[src/rtl/traffic_pkg.sv]
`default_nettype none
// ============================================================================
//  Module      : traffic_pkg
//  Description : Types and constants shared by the interval timer and the
//                traffic-light controller.
//  Revision    : 1.0 - initial release
// ============================================================================
package traffic_pkg;

    // Width of every duration expressed in seconds
    localparam int DUR_W = 5;

    typedef enum logic [1:0] {
        IDLE = 2'd0,
        RUN  = 2'd1,
        DONE = 2'd2
    } timer_state_t;

    // Default phase durations in seconds, shared with the light controller
    localparam logic [DUR_W-1:0] c_red_sec    = 5'd4;
    localparam logic [DUR_W-1:0] c_yellow_sec = 5'd2;
    localparam logic [DUR_W-1:0] c_green_sec  = 5'd5;

    // Counter width helper: a counter that only ever holds 0 still needs one bit
    function automatic int clog2_min1(input int n);
        return (n <= 2) ? 1 : $clog2(n);
    endfunction

endpackage
`default_nettype wire

[src/rtl/sec_prescaler.sv]
`default_nettype none
// ============================================================================
//  Module      : sec_prescaler
//  Description : Divides clk down to a one-cycle tick once per second.
//                The count restarts from zero whenever clr is high.
//  Revision    : 1.0 - initial release
// ============================================================================
module sec_prescaler
    import traffic_pkg::*;
#(
    parameter int TICKS_PER_SEC = 50_000_000
) (
    input  logic clk,
    input  logic reset,
    input  logic clr,
    output logic sec_tick
);

    localparam int                 c_cnt_w = clog2_min1(TICKS_PER_SEC);
    localparam logic [c_cnt_w-1:0] c_last  = c_cnt_w'(TICKS_PER_SEC - 1);

    logic [c_cnt_w-1:0] r_count;

    // Tick fires on the last count of each second
    assign sec_tick = (r_count == c_last);

    // Free-running 0..TICKS_PER_SEC-1 counter, restarted by clr
    always_ff @(posedge clk) begin
        if (!reset) begin
            r_count <= '0;
        end else if (clr || sec_tick) begin
            r_count <= '0;
        end else begin
            r_count <= r_count + c_cnt_w'(1);
        end
    end

endmodule
`default_nettype wire

[src/rtl/traffic_timer.sv]
`default_nettype none
// ============================================================================
//  Module      : traffic_timer
//  Description : Interval timer for the traffic-light controller. Counts a
//                start-loaded number of seconds, raises a sticky t_done and
//                produces a flicker square wave over the final seconds of a
//                long interval.
//  Revision    : 1.0 - initial release
// ============================================================================
module traffic_timer
    import traffic_pkg::*;
#(
    parameter int               TICKS_PER_SEC  = 50_000_000,
    parameter logic [DUR_W-1:0] FLICKER_WINDOW = 5'd3,
    parameter int               FLICKER_HALF   = TICKS_PER_SEC / 4
) (
    input  logic             clk,
    input  logic             reset,
    input  logic             t_start,
    input  logic [DUR_W-1:0] t_length,
    output logic             t_done,
    output logic             t_flicker
);

    localparam int                   c_blink_w    = clog2_min1(FLICKER_HALF);
    localparam logic [c_blink_w-1:0] c_blink_last = c_blink_w'(FLICKER_HALF - 1);

    timer_state_t          r_state,     w_state_nxt;
    logic [DUR_W-1:0]      r_remaining, w_remaining_nxt;
    logic [c_blink_w-1:0]  r_blink,     w_blink_nxt;
    logic                  r_flk_en,    w_flk_en_nxt;
    logic                  r_done,      w_done_nxt;
    logic                  r_flicker,   w_flicker_nxt;

    logic w_sec_tick;
    logic w_in_window;
    logic w_enter_window;

    // Prescaler is held at zero outside RUN so the counters stay frozen
    sec_prescaler #(
        .TICKS_PER_SEC (TICKS_PER_SEC)
    ) u_sec_prescaler (
        .clk      (clk),
        .reset    (reset),
        .clr      (t_start || (r_state != RUN)),
        .sec_tick (w_sec_tick)
    );

    // Window covers 1..FLICKER_WINDOW remaining seconds; entry is the tick that
    // brings the count down onto FLICKER_WINDOW
    assign w_in_window    = r_flk_en && (r_remaining != '0) && (r_remaining <= FLICKER_WINDOW);
    assign w_enter_window = w_sec_tick && r_flk_en &&
                            ({1'b0, r_remaining} == ({1'b0, FLICKER_WINDOW} + 6'd1));

    // Next-state and next-output decode
    always_comb begin
        w_state_nxt     = r_state;
        w_remaining_nxt = r_remaining;
        w_blink_nxt     = r_blink;
        w_flk_en_nxt    = r_flk_en;
        w_done_nxt      = r_done;
        w_flicker_nxt   = r_flicker;

        if (t_start) begin
            // A start always wins, restarting any interval in progress
            w_remaining_nxt = t_length;
            w_flk_en_nxt    = (t_length > FLICKER_WINDOW);
            w_blink_nxt     = '0;
            w_flicker_nxt   = 1'b0;
            w_done_nxt      = (t_length == '0);
            w_state_nxt     = (t_length == '0) ? DONE : RUN;
        end else begin
            case (r_state)
                RUN: begin
                    if (w_sec_tick && (r_remaining != '0)) begin
                        w_remaining_nxt = r_remaining - 1'b1;
                    end
                    if (w_sec_tick && (r_remaining == 5'd1)) begin
                        w_state_nxt   = DONE;
                        w_done_nxt    = 1'b1;
                        w_flicker_nxt = r_flk_en;
                    end else if (w_enter_window) begin
                        w_flicker_nxt = 1'b1;
                        w_blink_nxt   = '0;
                    end else if (w_in_window) begin
                        if (r_blink == c_blink_last) begin
                            w_flicker_nxt = ~r_flicker;
                            w_blink_nxt   = '0;
                        end else begin
                            w_blink_nxt   = r_blink + c_blink_w'(1);
                        end
                    end else begin
                        w_flicker_nxt = 1'b0;
                    end
                end
                DONE: begin
                    // Flicker stays high so a waiting green phase still expires
                    w_done_nxt    = 1'b1;
                    w_flicker_nxt = r_flk_en;
                end
                default: begin
                    w_done_nxt    = 1'b0;
                    w_flicker_nxt = 1'b0;
                end
            endcase
        end
    end

    // State and output registers
    always_ff @(posedge clk) begin
        if (!reset) begin
            r_state     <= IDLE;
            r_remaining <= '0;
            r_blink     <= '0;
            r_flk_en    <= 1'b0;
            r_done      <= 1'b0;
            r_flicker   <= 1'b0;
        end else begin
            r_state     <= w_state_nxt;
            r_remaining <= w_remaining_nxt;
            r_blink     <= w_blink_nxt;
            r_flk_en    <= w_flk_en_nxt;
            r_done      <= w_done_nxt;
            r_flicker   <= w_flicker_nxt;
        end
    end

    assign t_done    = r_done;
    assign t_flicker = r_flicker;

endmodule
`default_nettype wire

[config.mk]
export PLATFORM = sky130hd
export DESIGN_NAME = traffic_timer
export DESIGN_NICKNAME = d
export VERILOG_FILES = /design/src/rtl/traffic_pkg.sv /design/src/rtl/sec_prescaler.sv /design/src/rtl/traffic_timer.sv
export SDC_FILE = /design/constraint.sdc
export NUM_CORES = 1
export LEC_CHECK = 0
export CORE_MARGIN = 2
export CORE_UTILIZATION = 45
export DETAILED_ROUTE_END_ITERATION = 8
export HOLD_SLACK_MARGIN = 0.05
export PLACE_DENSITY = 0.6
export REMOVE_ABC_BUFFERS = 1
export SYNTH_ARGS = -nofsm -noshare
export SYNTH_HDL_FRONTEND = slang
export SYNTH_SLANG_ARGS = --single-unit
[constraint.sdc]
create_clock -name clk -period 7.2 [get_ports clk]
set_input_delay 1.44 -clock clk [delete_from_list [all_inputs] [get_ports clk]]
set_output_delay 1.44 -clock clk [all_outputs]
set_load 0.01 [all_outputs]
Yosys cells after proc, flatten, opt, wreduce, memory -nomap -nowiden
Index checks and enable logic that the tools add are counted.
{ "op_classes": {"add_sub_neg": 3, "order_cmp": 2, "n_eq_ne": 9, "muxes": 18, "n_bitwise": 3, "reduce_logical": 19} }
{ "ops": {"columns": ["cell", "n"], "rows": [
  ["two-way mux 24 bit", 3],
  ["adder 26 x 1 -> 26 bit, second input constant", 1],
  ["equality test 26 bit, second input constant", 1],
  ["adder 24 x 1 -> 24 bit, second input constant", 1],
  ["equality test 24 bit, second input constant", 1],
  ["two-way mux 5 bit", 3],
  ["two-way mux 2 bit", 4],
  ["nonzero test 2 bit", 4],
  ["logical AND 1 bit", 6],
  ["two-way mux 1 bit", 6],
  ["equality test 5 x 1 -> 1 bit, second input constant", 1],
  ["equality test 5 x 3 -> 1 bit, second input constant", 1],
  ["> comparator 5 x 2 -> 1 bit, second input constant", 1],
  ["less-or-equal comparator 5 x 2 -> 1 bit, second input constant", 1],
  ["zero test 5 bit", 1],
  ["inequality test 5 bit, second input constant", 1],
  ["nonzero test 5 bit", 1],
  ["subtractor 5 x 1 -> 5 bit, second input constant", 1],
  ["case mux 1 bit (2 select lines)", 2],
  ["AND reduction 2 bit", 2],
  ["OR reduction 2 bit", 2],
  ["inequality test 3 bit, second input constant", 1],
  ["NOT 1 bit", 3],
  ["AND reduction 3 bit", 1],
  ["4 further kinds", 5]
]} }
{ "word_totals": {"register_bits": 60, "inputBits": 8, "out_inout_bits": 2, "wordCells": 61} }

Depth between registers and ports, before layout
Gate-level depths: netlist of the first run.
{ "logic_depth": {"depth_word": 7, "mapped_depth": 10, "ltp_nobuf": 8} }

Modules after synthesis
From an unflattened synthesis of the first run, not the netlist that was laid out.
{ "hier_totals": {"cells_unflattened": 378, "hier_area_um2": 3203.1} }
{ "by_module_without_submodules": {"columns": ["mod", "instances", "cells_each", "area_each_um2", "seq_area_each_um2"], "rows": [
  ["traffic_timer", 1, 228, 1928.1, 680.7],
  ["sec_prescaler", 1, 150, 1275.0, 520.5]
]} }

Least setup slack after synthesis of the first run
OpenSTA, ideal clock, no wires.
{ "synth_timing": {"path_kind": "flip-flop to flip-flop", "start": "register u_sec_prescaler.r_count[0]", "end": "register r_blink[8]", "setup_time_ps": 132, "arrival_ps": 2315, "t_required_ps": 7068, "path_slack_ps": 4753, "stages_incl_launch_ff": 11, "n_path_buf": 3, "period_less_slack_ps": 2447, "cell_sequence": "dfxtp_1 > ha_1 > and2_0 > nand2_1 > or4_4 > buf_6 > a21o_4 > buf_2 > buf_2 > o31ai_1 > a21oi_1"} }
{ "synth_via": {"elab_chain_len": 5, "word_cells_on_any_way": 8, "cone_classes": "eq/ne: 1; mux: 1; bitwise: 1; reduce/logical: 5"} }
{ "synth_lines": {"columns": ["item", "line", "source"], "rows": [
  ["start: declaration", "sec_prescaler.sv:22", "logic [c_cnt_w-1:0] r_count;"],
  ["start signal: assignment", "sec_prescaler.sv:34", "r_count <= r_count + c_cnt_w'(1);"],
  ["equality test 26 bit *", "sec_prescaler.sv:25", "assign sec_tick = (r_count == c_last);"],
  ["logical AND 1 bit (2 in a row)", "traffic_timer.sv:52", "assign w_enter_window = w_sec_tick && r_flk_en &&"],
  ["nonzero test 2 bit (no line)", null, null],
  ["AND reduction 3 bit (no line)", null, null],
  ["end signal: assignment", "traffic_timer.sv:121", "r_blink <= w_blink_nxt;"],
  ["end: declaration", "traffic_timer.sv:30", "logic [c_blink_w-1:0] r_blink, w_blink_nxt;"]
]} }
Mark *: on every way between the ends. The rest lies on a longest branch, timed or not.
A chain may end at the register's enable or synchronous reset.

Worst setup path after layout of the first run
{ "layout_timing": {"start": "input reset", "end": "register u_sec_prescaler.r_count[20]"} }
{ "layout_via": {"elab_chain_len": 2} }
{ "layout_lines": {"columns": ["item", "line", "source"], "rows": [
  ["start: declaration", "traffic_timer.sv:18", "input logic reset,"],
  ["NOT 1 bit (no line)", null, null],
  ["OR reduction 2 bit (no line)", null, null]
]} }
No other way between the ends.

==> flow_summary.yaml, run 1 <==
sta:
  setup_slack_ns: 3.83
  min_period_over_period_pct: 46.8
  fmax_ghz: 0.297
  hold_viol: 0
  finalClockSkew_ns: 0.00718
  setup_violations: 0
  period_minus_slack_ns: 3.37
  hold_ws_ns: 0.443
  tightestPinTransition_ns: 1.01
  timing.final.max_slew_violations: 0
  rsz0062_at_grt: "false"
  slew_headroom_pct: 31.9
  tns_ns: 0
worst_hold_path:
  min_from: "u_sec_prescaler.r_count[0]$_SDFF_PP0_"
  hold_path_end: "u_sec_prescaler.r_count[0]$_SDFF_PP0_"
  hp-class: "reg -> reg"
  hold_depth: 1
clock_tree:
  hold_buffers: 0
  postCtsSetupBuffers: 0
  htreeDepth: 3
  worstSkewPairLatency_ns: 0.33
  root_buffer: "clkbuf_8"
  cts_buffer_depth: 2
  path_clk_slew_ns: 0.07
  numCtsBuffers: 9
  clock-sinks: 60
  cts_tree: "yes"
  cts_resized: 0
worst_setup_path:
  arrival_ns: 3.60
  startpoint: "reset"
  cp_data_required_time_ns: 7.43
  worstPathMaxFanout: 26
  rr_worst_depth: 7
  endpoint_kind: "flop"
  r2r_slack_ns: 4.50
  r2r-start: "u_sec_prescaler.r_count[0]$_SDFF_PP0_"
  r2r-end: "r_blink[22]$_SDFFE_PP0P_"
  cp-start-kind: "input port"
  criticalPathCategory: "in -> reg"
routing:
  drtAntennaViolNets: 0
  wl_per_cell_um: 14.2
  met2_length_um: 3050
  met1Wirelength_um: 3230
  drc: 0
  num_vias: 2681
  drt_wl_total_um: 6600
  vias_per_cell: 5.78
  drt-initial-drc-count: 110
  highest-signal-layer: "met4"
  dr_wl_met3_um: 217
  firstDrtPassIters: 5
placed_design:
  place_congestion: 0.783
  hpwlAfterDp_um: 4550
  port_buffers: 9
  dp_slack_ns: 3.46
global_route:
  grt_use_total_pct: 18.8
  grt_remaining_overflow: 0
  grt_max_degree: 29
  grt_pass1_vias: 2440
  grt_pass1_wl_um: 11600
  antenna_found_initial: 0
finish:
  final_common_cell: "dfxtp_1"
  ff_latch_area_sq_um: 1200
  nFillCells: 672
  diodes: 0
  multi_input_area_sq_um: 1800
  area_growth_pct: 10.6
  final_cell_mix: "dfxtp_1 (60), nor2_1 (39), a21oi_1 (25)"
  finalNetCount: 395
  layout-drive-gt1-share_pct: 7.55
job:
  cap_violations: 0
floorplanning:
  core-area_sq_um: 6760
  die_area_sq_um: 7630
  io-pin-count: 10
  die_h_um: 87.3
  die_x_um: 87.3
  start_util_pct: 46.2
  row_count: 30
pwr:
  p_per_area_nw_per_um2: 189
  p_leak_nw: 1.05
  ir_worst_vdd_uv: 134
outcome:
  outcome: "finished clean"
synthesis:
  yosysWarnings: 0
  synthDistinctLibCells: 52
  synthFlopType: "dfxtp_1"
  netlist_area_sq_um: 3120
  synth-edff-count: 0
  postSynthRegisterBits: 60
  postSynthCellCount: 370
  ys_async_sr_fraction_pct: 0
  synth_area_per_cell_sq_um: 8.44
  synth_seq_area_share_pct: 38.4
## cell usage after synthesis (4+ instances only)
cell type	number	area share, %
o21ai_0	17	2.7
inv_1	13	1.6
nor2_1	39	4.7
o31ai_1	7	1.7
or4_1	7	1.7
nand2_1	23	2.8
and4_1	4	1.1
nor4b_1	6	1.7
nor3_1	6	0.96
a211oi_1	5	1.2
clkbuf_1	10	1.2
a21oi_1	25	4.0
xnor2_1	13	3.6
xor2_1	17	4.8
nand4_1	16	3.2
dfxtp_1	60	38
ha_1	8	3.2
or3_1	14	2.8
and3_1	7	1.4
nand3_1	23	3.7
## where the power goes
part,internal (mW),switching [mW]
combinational,0.0133,0.0175
sequential,0.335,0.00394
clock,0.151,0.132
## state kept, by name, summed over array words and instances, names as in the netlist
name,count
r_blink,24
r_remaining,5
t_flicker,1
u_sec_prescaler.r_count,26
t_done,1
r_state,2
r_flk_en,1
## routing by layer
layer	global-route usage [%]	up-vias
met4	7.13	0
met5	0	-
li1	-	1379
met1	24.8	1255
met2	30.6	39
met3	3.22	8
## worst max-delay path, stage by stage
cell and delay, ns:
clkdlybuf4s50_1 0.65, nor2b_1 0.35, nand3_1 0.78, a21oi_1 0.37
## how the worst max path moves through the flow
stage	endpoint	depth (start not counted)	slack [ns]
finish	u_sec_prescaler.r_count[20]$_SDFF_PP0_	4	3.83
global route	u_sec_prescaler.r_count[23]$_SDFF_PP0_	4	3.59
CTS	u_sec_prescaler.r_count[20]$_SDFF_PP0_	4	3.83
detailed placement	u_sec_prescaler.r_count[20]$_SDFF_PP0_	4	3.46
global placement	u_sec_prescaler.r_count[18]$_SDFF_PP0_	4	3.57
floorplan	r_blink[12]$_SDFFE_PP0P_	8	4.13
## final cells by class
| class | instances | share of cell area [%] |
|---|---|---|
| clock buffers | 12 | 4.78 |
| inverters | 13 | 1.41 |
| repair buffers | 12 | 3.26 |
| flip-flops and latches | 60 | 34.8 |
| multi-input cells | 283 | 52.2 |
| clock inverters | 4 | 0.652 |
| well taps | 80 | 2.90 |
## through the flow
stage | std cells | area [sq um] | utilization, % | power (mW)
after floorplan | 356 | 3050 | - | 0.364
after global placement | 448 | 3270 | 48.4 | 0.377
after detailed placement | 448 | 3270 | 48.4 | 0.377
after CTS | 464 | 3450 | 51.1 | 0.661
after global routing | 464 | 3450 | 51.1 | 0.683
final | 464 | 3450 | 51.1 | 0.653
## logic make-up after synthesis
family / Yosys count / synth area share [%]
muxes: 1 / 0.320
adders and majority gates: 8 / 3.20
and+or+nand+nor: 168 / 30.1
AOI/OAI and AO/OA: 76 / 15.7
DFF: 60 / 38.4
xor gates and xnor gates: 30 / 8.41
buffers and inverters: 27 / 3.80
No activity file was read; power rests on OpenSTA's default activity.
==> run 2, diff against run 1 <==
Clock period 7.2 ns to 3.3 ns, I/O delays scaled along.
==> flow_summary.yaml, run 2 (synthesized netlist as in run 1, its figures left out) <==
clock_tree:
  worstSkewPairLatency_ns: 0.33
  htreeDepth: 3
  path_clk_slew_ns: 0.08
  cts_buffer_depth: 2
  postCtsSetupBuffers: 0
  cts_resized: 0
  hold_buffers: 0
  numCtsBuffers: 9
  clock-sinks: 60
  cts_tree: "yes"
  root_buffer: "clkbuf_8"
sta:
  setup_violations: 0
  hold_viol: 0
  period_minus_slack_ns: 2.71
  hold_ws_ns: 0.447
  rsz0062_at_grt: "false"
  tns_ns: 0
  slew_headroom_pct: 47.2
  fmax_ghz: 0.369
  tightestPinTransition_ns: 0.784
  timing.final.max_slew_violations: 0
  finalClockSkew_ns: 0.00938
  min_period_over_period_pct: 82.1
worst_setup_path:
  critPathBufInv: 0
  path_cells: "ha_1 > and2_0 > nand2_1 > or4_4 > a21o_4 > or4_1 > a21oi_1"
  cp_top_family: "simple AND/OR/NAND/NOR gates"
  criticalPathCategory: "reg -> reg"
  cp-start-kind: "flop"
  arrival_ns: 2.98
  cp_data_required_time_ns: 3.57
  r2r_slack_ns: 0.59
  worstPathMaxFanout: 28
  endpoint_kind: "flop"
  max_stage_delay_ns: 0.63
  critPathSlowestCell: "or4_4"
global_route:
  grt_pass1_vias: 2448
  grt_remaining_overflow: 0
  grt_use_total_pct: 18.7
  grt_pass1_wl_um: 11300
  grt_max_degree: 29
  antenna_found_initial: 0
routing:
  vias_per_cell: 5.67
  num_vias: 2643
  drtAntennaViolNets: 0
  drc: 0
  drt_wl_total_um: 6540
  drt-initial-drc-count: 123
  firstDrtPassIters: 4
  wl_per_cell_um: 14.0
finish:
  reg_top3: "u_sec_prescaler.r_count: 26 flops, r_blink: 24 flops, r_remaining: 5 flops"
  regMostFlops: "u_sec_prescaler.r_count"
  layout-drive-gt1-share_pct: 7.51
  area_growth_pct: 10.9
  final_cell_mix: "dfxtp_1 (60), nor2_1 (39), a21oi_1 (25)"
  largest_reg_flops: 26
  final_common_cell: "dfxtp_1"
  nFillCells: 677
  fin_util_pct: 51.3
  stdcell_count: 466
  finalNetCount: 397
  diodes: 0
placed_design:
  place_inst: 450
  port_buffers: 9
  place_congestion: 0.816
  hpwlAfterDp_um: 4470
floorplanning:
  io-pin-count: 10
  start_util_pct: 46.2
  die_area_sq_um: 7630
  die_x_um: 87.3
  row_count: 30
  core-area_sq_um: 6760
  die_h_um: 87.3
pwr:
  ir_worst_vdd_uv: 217
  p_leak_nw: 1.06
  p_per_area_nw_per_um2: 418
job:
  cap_violations: 0
outcome:
  outcome: "finished clean"
worst_hold_path:
  hp-class: "reg -> reg"
[run 2: changes by cell type in the layout (fill, tap and decap cells not counted)]
cell / before / now
buf_4: 3 / 5
bufinv_16: 0 / 1
clkbuf_8: 12 / 9
clkbuf_1: 0 / 2
[run 2: layout make-up]
class	count	area, sq um	area share, %
timing repair buffer	14	128	3.68
clock inverter	5	52.6	1.52
tap	80	100	2.89
clock buffer	11	131	3.79
sequential	60	1200	34.7
inverter	13	48.8	1.41
multi-input combinational	283	1800	52.1
[run 2: final timing paths]
path	from	to	cells after the start
worst min-delay path	u_sec_prescaler.r_count[0]$_SDFF_PP0_	u_sec_prescaler.r_count[0]$_SDFF_PP0_	1
worst min register to register	u_sec_prescaler.r_count[0]$_SDFF_PP0_	u_sec_prescaler.r_count[0]$_SDFF_PP0_	1
worst max register to register	u_sec_prescaler.r_count[0]$_SDFF_PP0_	r_blink[19]$_SDFFE_PP0P_	7
worst max-delay path	u_sec_prescaler.r_count[0]$_SDFF_PP0_	r_blink[19]$_SDFFE_PP0P_	7
[run 2: through the flow]
step / total power, mW / instance area [sq um] / worst slack [ns]
finish: 1.45 / 3470 / 0.591
global route: 1.51 / 3470 / 0.356
CTS: 1.46 / 3470 / 0.587
detailed placement: 0.824 / 3280 / 0.592
global placement: 0.824 / 3280 / 0.693
floorplan: 0.794 / 3050 / 0.228
[run 2: worst register-to-register path, cell delays in order (launching register included)]
cell	delay (ns)
dfxtp_1	0.35
ha_1	0.20
and2_0	0.33
nand2_1	0.15
or4_4	0.63
a21o_4	0.34
or4_1	0.53
a21oi_1	0.14
[run 2: metal layers]
layer	share of wire (%)	routed length [um]	vias to the layer above	track usage [%]
met5	0	0	-	0
met4	1.0	66	0	5.87
met3	2.9	192	4	5.12
met2	45	2930	34	28.5
met1	51	3350	1223	25.6
li1	-	-	1382	-
[run 2: power by group]
group	internal (mW)	switching, mW
Clock	0.346	0.296
Combinational	0.0295	0.0379
Sequential	0.732	0.00891
==> run 3, diff against run 2 <==
Settings changed: PLACE_DENSITY 0.6 to 0.63.
Clock period 3.3 ns to 2.3 ns, I/O delays scaled along.
==> flow_summary.yaml, run 3 (synthesized netlist as in run 1, its figures left out) <==
outcome:
  outcome: "finished clean"
clock_tree:
  worstSkewPairLatency_ns: 0.34
  hold_buffers: 0
  clock-sinks: 60
  cts_tree: "yes"
  root_buffer: "clkbuf_8"
  path_clk_slew_ns: 0.08
  htreeDepth: 3
  numCtsBuffers: 9
  cts_buffer_depth: 2
worst_setup_path:
  path_cells: "inv_2 > ha_1 > nor4b_1 > nand4_1 > o21ai_2 > buf_4 > a211oi_2 > buf_4 > a31o_2 > a21oi_2"
  max_stage_delay_ns: 0.32
  criticalPathCategory: "reg -> reg"
  endpoint_kind: "flop"
  arrival_ns: 2.53
  worstPathMaxFanout: 10
  critPathSlowestCell: "dfxtp_1"
  cp-start-kind: "flop"
  cp_data_required_time_ns: 2.57
  cp_common_cell: "buf_4"
finish:
  layout-drive-gt1-share_pct: 22.3
  regMostFlops: "u_sec_prescaler.r_count"
  final_cell_mix: "dfxtp_1 (55), buf_4 (51), nor2_1 (39)"
  largest_reg_flops: 26
  area_growth_pct: 27.3
  finalNetCount: 446
  diodes: 0
  final_common_cell: "dfxtp_1"
  reg_top3: "u_sec_prescaler.r_count: 26 flops, r_blink: 24 flops, r_remaining: 5 flops"
sta:
  fmax_ghz: 0.443
  rsz0062_at_grt: "true"
  timing.final.max_slew_violations: 0
  min_period_over_period_pct: 98.1
  period_minus_slack_ns: 2.26
  slew_headroom_pct: 73.2
  finalClockSkew_ns: 0.0107
  hold_viol: 0
  tightestPinTransition_ns: 0.393
  setup_violations: 0
  hold_ws_ns: 0.485
job:
  cap_violations: 0
placed_design:
  hpwlAfterDp_um: 5130
  port_buffers: 9
  place_congestion: 0.808
routing:
  drt-initial-drc-count: 127
  drt_wl_total_um: 7490
  drc: 0
  firstDrtPassIters: 4
  num_vias: 2906
  wl_per_cell_um: 14.5
  drtAntennaViolNets: 0
  vias_per_cell: 5.64
floorplanning:
  row_count: 30
  die_x_um: 87.3
  die_area_sq_um: 7630
  die_h_um: 87.3
  io-pin-count: 10
  start_util_pct: 46.2
  core-area_sq_um: 6760
global_route:
  antenna_found_initial: 0
  grt_use_total_pct: 21.4
  grt_max_degree: 27
  grt_pass1_wl_um: 12900
  grt_remaining_overflow: 0
  grt_pass1_vias: 2825
pwr:
  p_per_area_nw_per_um2: 597
  ir_worst_vdd_uv: 424
  p_leak_nw: 1.36
  p_total_mw: 2.37
worst_hold_path:
  hp-class: "reg -> reg"
-- run 3: path summary, 6_finish.rpt --
check | slack, ns | depth (start not counted) | from | to
setup reg to reg | 0.04 | 10 | r_remaining[1]$_SDFFE_PN0P_ | r_blink[20]$_SDFFE_PP0P_
hold reg to reg | 0.49 | 2 | t_done$_SDFFE_PN0P_ | t_done$_SDFFE_PN0P_
hold / removal | 0.49 | 2 | t_done$_SDFFE_PN0P_ | t_done$_SDFFE_PN0P_
setup / recovery | 0.04 | 10 | r_remaining[1]$_SDFFE_PN0P_ | r_blink[20]$_SDFFE_PP0P_
-- run 3: timing repair --
item,in CTS,in global routing
setup endpoints to repair,13,24
cloned,2,0
pin swaps,3,9
gates resized for setup,10,12
buffers inserted,0,2
-- run 3: per-layer routing --
| layer | GRT usage (%) | part of all wire (%) | vias to the layer above |
|---|---|---|---|
| li1 | - | - | 1492 |
| met1 | 27.5 | 48 | 1354 |
| met2 | 34.8 | 47 | 44 |
| met3 | 3.98 | 2.7 | 16 |
| met4 | 9.23 | 1.8 | 0 |
| met5 | 0 | 0 | - |
-- run 3: final cells by class --
type                            count  area (sq um)
Fill cell                         613          2780
Multi-Input combinational cell    285          1880
Sequential cell                    60          1210
Timing Repair Buffer               61           493
Clock buffer                        9           124
Clock inverter                      7           123
Tap cell                           80           100
Inverter                           13          48.8
-- run 3: worst max-delay path, delay by kind of cell (launching register included) --
| family | cells | cell delay [ns] |
|---|---|---|
| buf+inv | 3 | 0.49 |
| fa+ha+maj | 1 | 0.14 |
| compound gates | 4 | 0.72 |
| simple gates | 2 | 0.49 |
| flops | 1 | 0.32 |
-- run 3: where the power goes --
part	total (mW)	switching, mW	leakage, nW	internal [mW]
Sequential	1.06	0.0107	0.488	1.05
Combinational	0.125	0.0653	0.759	0.0598
Clock	1.19	0.462	0.116	0.727
Total	2.37	0.538	1.36	1.84
-- run 3: through the flow --
step | TNS [ns] | util, % | std cells | cell area [sq um] | worst slack [ns]
2_1_floorplan | -15.20 | - | 356 | 3050 | -0.772
3_3_place_gp | -0.0308 | 53.8 | 495 | 3630 | -0.0181
3_5_place_dp | -0.519 | 53.8 | 495 | 3630 | -0.0899
4_1_cts | -0.0128 | 58.1 | 513 | 3930 | -0.00976
5_1_grt | -0.0543 | 58.9 | 515 | 3980 | -0.0192
6_report | 0 | 58.9 | 515 | 3980 | 0.0438
